==> config.mk <==
export PLATFORM = sky130hd
export DESIGN_NAME = kbd_hotkey_ctrl
export DESIGN_NICKNAME = d
export VERILOG_FILES = /design/src/rtl/kbd_hotkey_ctrl.sv
export SDC_FILE = /design/constraint.sdc
export NUM_CORES = 1
export LEC_CHECK = 0
export ABC_AREA = 1
export CAP_MARGIN = 0
export CORE_UTILIZATION = 40
export CTS_CLUSTER_DIAMETER = 50
export DETAILED_ROUTE_END_ITERATION = 10
export GPL_TIMING_DRIVEN = 0
export PLACE_DENSITY = 0.78
export SYNTH_ARGS = -nofsm -noshare
export SYNTH_HDL_FRONTEND = slang
export SYNTH_SLANG_ARGS = --single-unit
export TNS_END_PERCENT = 30
==> constraint.sdc <==
create_clock -name clk_sys -period 1.2 [get_ports clk_sys]
set_clock_uncertainty 0.05 [all_clocks]
set_input_delay 0.12 -clock clk_sys [delete_from_list [all_inputs] [get_ports clk_sys]]
set_output_delay 0.12 -clock clk_sys [all_outputs]
set_load 0.01 [all_outputs]
==> src/rtl/kbd_hotkey_ctrl.sv <==
// Keyboard hotkey controller: F5 reset, F7 PAL/NTSC, F8 scandoubler override,
// Enter tracking, optional F9 ROM select (ROMSEL_HOTKEY_EN), reset countdown and config capture.
module kbd_hotkey_ctrl #(
  parameter logic [7:0] RESET_CYCLES  = 8'd255,
  parameter logic [7:0] CFG_SAMPLE_AT = 8'd3
) (
  input  logic       clk_sys,
  input  logic       reset_n,
  input  logic       kb_interrupt,
  input  logic [7:0] scancode,
  input  logic       released,
  input  logic       extended,
  input  logic [7:0] sram_data,
  output logic       pal,
  output logic       sd_override,
  output logic [1:0] rom_version,
  output logic       enter_key,
  output logic       core_reset_n,
  output logic       cfg_addr_sel,
  output logic [7:0] scandblr_reg,
  output logic       scandoubler_en
);

  localparam logic [7:0] KEY_F5    = 8'h03;
  localparam logic [7:0] KEY_F7    = 8'h83;
  localparam logic [7:0] KEY_F8    = 8'h0A;
  localparam logic [7:0] KEY_ENTER = 8'h5A;

  // [0],[1] synchronise the strobe; [2] holds the previous value for edge detect
  logic [2:0] kb_sync;
  logic       key_evt;
  logic       kbd_reset;
  logic       kbd_rom;
  logic [7:0] countdown;
  logic       first_read;

  assign key_evt = kb_sync[1] & ~kb_sync[2] & ~extended;

  always_ff @(posedge clk_sys or negedge reset_n) begin
    if (!reset_n) kb_sync <= 3'b000;
    else          kb_sync <= {kb_sync[1:0], kb_interrupt};
  end

  always_ff @(posedge clk_sys or negedge reset_n) begin
    if (!reset_n) begin
      pal         <= 1'b1;
      sd_override <= 1'b0;
      enter_key   <= 1'b0;
      kbd_reset   <= 1'b0;
    end else if (key_evt) begin
      case (scancode)
        KEY_F5:    kbd_reset <= ~released;
        KEY_F7:    if (!released) pal <= ~pal;
        KEY_F8:    if (!released) sd_override <= ~sd_override;
        KEY_ENTER: enter_key <= ~released;
        default:   ;
      endcase
    end
  end

`ifdef ROMSEL_HOTKEY_EN
  always_ff @(posedge clk_sys or negedge reset_n) begin
    if (!reset_n) begin
      kbd_rom     <= 1'b0;
      rom_version <= 2'd0;
    end else if (key_evt && scancode == 8'h01) begin
      kbd_rom <= ~released;
      if (!released) rom_version <= (rom_version == 2'd2) ? 2'd0 : rom_version + 2'd1;
    end
  end
`else
  assign kbd_rom     = 1'b0;
  assign rom_version = 2'd0;
`endif

  // Config byte is captured only on the power-on countdown; hotkey resets keep it
  always_ff @(posedge clk_sys or negedge reset_n) begin
    if (!reset_n) begin
      countdown    <= RESET_CYCLES;
      core_reset_n <= 1'b0;
      scandblr_reg <= 8'h00;
      first_read   <= 1'b1;
    end else begin
      if (kbd_reset || kbd_rom)  countdown <= RESET_CYCLES;
      else if (countdown != 8'd0) countdown <= countdown - 8'd1;
      core_reset_n <= (countdown == 8'd0);
      if (countdown == CFG_SAMPLE_AT && first_read) begin
        scandblr_reg <= sram_data;
        first_read   <= 1'b0;
      end
    end
  end

  assign cfg_addr_sel   = ~core_reset_n;
  assign scandoubler_en = ~scandblr_reg[0] ^ sd_override;

endmodule

==> flow_metrics.py <==
metrics = {
    "critical_path": {
        "critPathArrivalTime_ns": 1.52,
        "start_kind": "flip-flop",
        "worst-path-max-fanout": 8,
        "end_kind": "flip-flop",
        "crit_type": "flip-flop to flip-flop",
        "cp_data_required_time_ns": 1.37,
    },
    "die": {
        "start_util": 0.4254,
        "core_um2": 3103,
        "io_pins": 37,
        "die_area_um2": 3534,
        "rows": 20,
        "chipHeight_um": 59.45,
        "die_w_um": 59.45,
    },
    "clock_network": {
        "cts_sinks": 25,
        "clk_pin_slew_ns": 0.14,
        "clk_path_buf_depth": 2,
        "cts-root-buf": "clkbuf_4",
        "clk_latency_ns": 0.32,
        "ctsHoldBuffers": 0,
        "cts_made_buffers": 3,
        "cts_tree": "yes",
        "cts.htree.levels": 1,
    },
    "detailed_routing": {
        "wl_um": 2550,
        "dr.pass1.iters": 4,
        "wl_per_cell_um": 10.37,
        "route.vias.total": 1128,
        "vias_per_cell": 4.585,
        "drt-initial-drc-count": 47,
        "drc": 0,
        "antenna_left": 0,
    },
    "layout": {
        "num-fill-cells": 278,
        "finalInstanceArea_um2": 1846,
        "antenna_cells": 0,
        "drive_above_1_share": 0.2673,
        "areaGrowthSynthToFinish_pct": 39.81,
        "final_nets": 227,
        "utilization": 0.5948,
        "fin_cells": 246,
    },
    "sta": {
        "hold_viol_final": 15,
        "rsz0062_at_grt": "true",
        "setup_viol": 18,
        "fin_crit_ns": 1.351,
        "tightestPinTransition_ns": 1.072,
        "maxSlewViolCount": 0,
        "whs_ns": -0.08012,
        "setup_slack_ns": -0.1508,
        "maxSlewHeadroom": 0.2842,
        "period_share": 1.126,
        "clock.fmax_mhz": 740.3,
    },
    "power_and_ir_drop": {
        "switching_share": 0.4028,
        "power_leakage_uw": 0.0009007,
        "pwr-share-comb": 0.432,
        "power_density_nw_per_um2": 1560,
        "p_seq_frac": 0.435,
        "ir_drop_mv": 0.9730,
        "power_switching_uw": 1159,
        "p_int_uw": 1719,
        "fin_total_pwr_uw": 2879,
        "power.share.clock": 0.133,
    },
    "synthesis": {
        "synth_common_cells": "nand2_1, nand3_1, dfrtp_1, inv_1, nor2_1",
        "yosys_most_used_dff": "dfrtp_1",
        "ys_top_cells_by_area": "dfrtp_1, dfstp_2, nand2_1",
        "ys_seq_area_frac": 0.4834,
        "synth_top_area_frac": 0.2844,
        "ys_types": 27,
        "yosys_register_bits": 25,
        "syn_area_per_cell_um2": 8.302,
        "async_reset_ff_frac": 1.000,
        "syn_area_um2": 1320,
        "synth_edf_count": 0,
        "yosysWarnings": 0,
        "synth_area_leader_cell": "dfrtp_1",
        "syn_inst": 159,
        "synth_most_common_cell": "nand2_1",
    },
    "place": {
        "dp_hpwl_um": 1869,
        "pre_cts_ws_ns": -0.3181,
        "postPlaceCellArea_um2": 1742,
        "place_congestion": 0.7747,
        "portBuffers": 34,
        "place_inst": 238,
    },
    "outcome": {
        "violations": "negative hold slack, negative setup slack",
        "status": "finished, violations left",
    },
    "min_path": {
        "min_path_type": "input pin to asynchronous set/reset pin",
    },
    "global_routing": {
        "grt_pass1_vias": 1035,
        "grt_util_all_layers": 0.1572,
        "grt_pass1_wl_um": 4319,
        "gr-total-overflow": 0,
        "grt_max_degree": 26,
        "grt_antenna_before_repair": 0,
    },
    "run": {
        "cap_violations": 0,
    },
}
## stage by stage
step	TNS [ns]	hold slack (ns)
6_report	-2.125	-0.08012
2_1_floorplan	-0.2512	-0.2256
3_5_place_dp	-8.511	0.2957
5_1_grt	-3.435	-0.005034
3_3_place_gp	-7.925	0.2829
4_1_cts	-2.398	0.1716
## power groups by stage
stage	logic (uW)	clock network, uW	registers (uW)
floorplan	884	0	1230
global placement	1090	0	1250
detailed placement	1130	0	1260
CTS	1140	398	1250
global route	1400	431	1270
finish	1240	382	1250
## cells in the final DEF, fill, tap and decap left out, drive strengths merged, types with 2 or more instances in the layout
cell type	instances
clkdlybuf4s50	19
dfrtp	15
nand3	18
buf	9
nor2	20
nand4	6
inv	22
a21oi	3
clkdlybuf4s15	9
nand3b	2
nand2	50
clkbuf	5
conb	2
o21ai	3
dfstp	10
ha	3
## area by class of cell
cell class,instances,area [um^2],area share
Tap cell,44,55.05,0.02983
Timing Repair Buffer,37,350.3,0.1898
Clock inverter,1,7.507,0.004068
Inverter,22,82.58,0.04475
Buffer,3,30.03,0.01627
Multi-Input combinational cell,111,659.4,0.3573
Sequential cell,25,638.1,0.3458
Clock buffer,3,22.52,0.01220
## routing by layer
metal  up-vias  GRT usage  wire, um
met5         -          0         0
met4         0    0.03061        10
met3         4    0.03057       137
met2        28     0.2761      1243
met1       511     0.2006      1158
li1        585          -         -
## cells by family (layout without fill, tap and decap cells)
logic type	count (synthesis)	count (layout)	synth area share
buffers and inverters	25	66	0.08529
DFF	25	25	0.4834
other	1	2	0.002841
xor gates and xnor gates	1	1	0.006636
and+or+nand+nor	97	98	0.3649
adders and majority gates	3	3	0.02844
AOI/OAI and AO/OA	7	7	0.02843
## final timing paths
| path | endpoint | slack [ns] | depth (start not counted) | start |
|---|---|---|---|---|
| max | scandblr_reg[0] | -0.15 | 6 | countdown[0] |
| min in group clk_sys | kb_sync[0] | 0.18 | 1 | kb_interrupt |
| max in group asynchronous | kb_sync[0] | 0.54 | 1 | reset_n |
| min | scandblr_reg[4] | -0.08 | 1 | reset_n |
| min reg2reg | kb_sync[1] | 0.32 | 0 | kb_sync[0] |
| max reg2reg | scandblr_reg[0] | -0.15 | 6 | countdown[0] |
## worst max-delay path, stage by stage, from the launching register on
cell and delay, ns:
dfstp_2 0.62, ha_4 0.15, nand2_4 0.07, nor2_8 0.15, nand2_4 0.10, nand2_1 0.07, nand2_1 0.05
## repair_timing
item,CTS,global route
buffers inserted,3,0
setup endpoints to repair,32,47
endpoints found under the hold margin,0,8
resized for setup,29,22
cloned,0,1
pin swaps,2,9
Note: power is estimated with default switching activity, not from simulation.
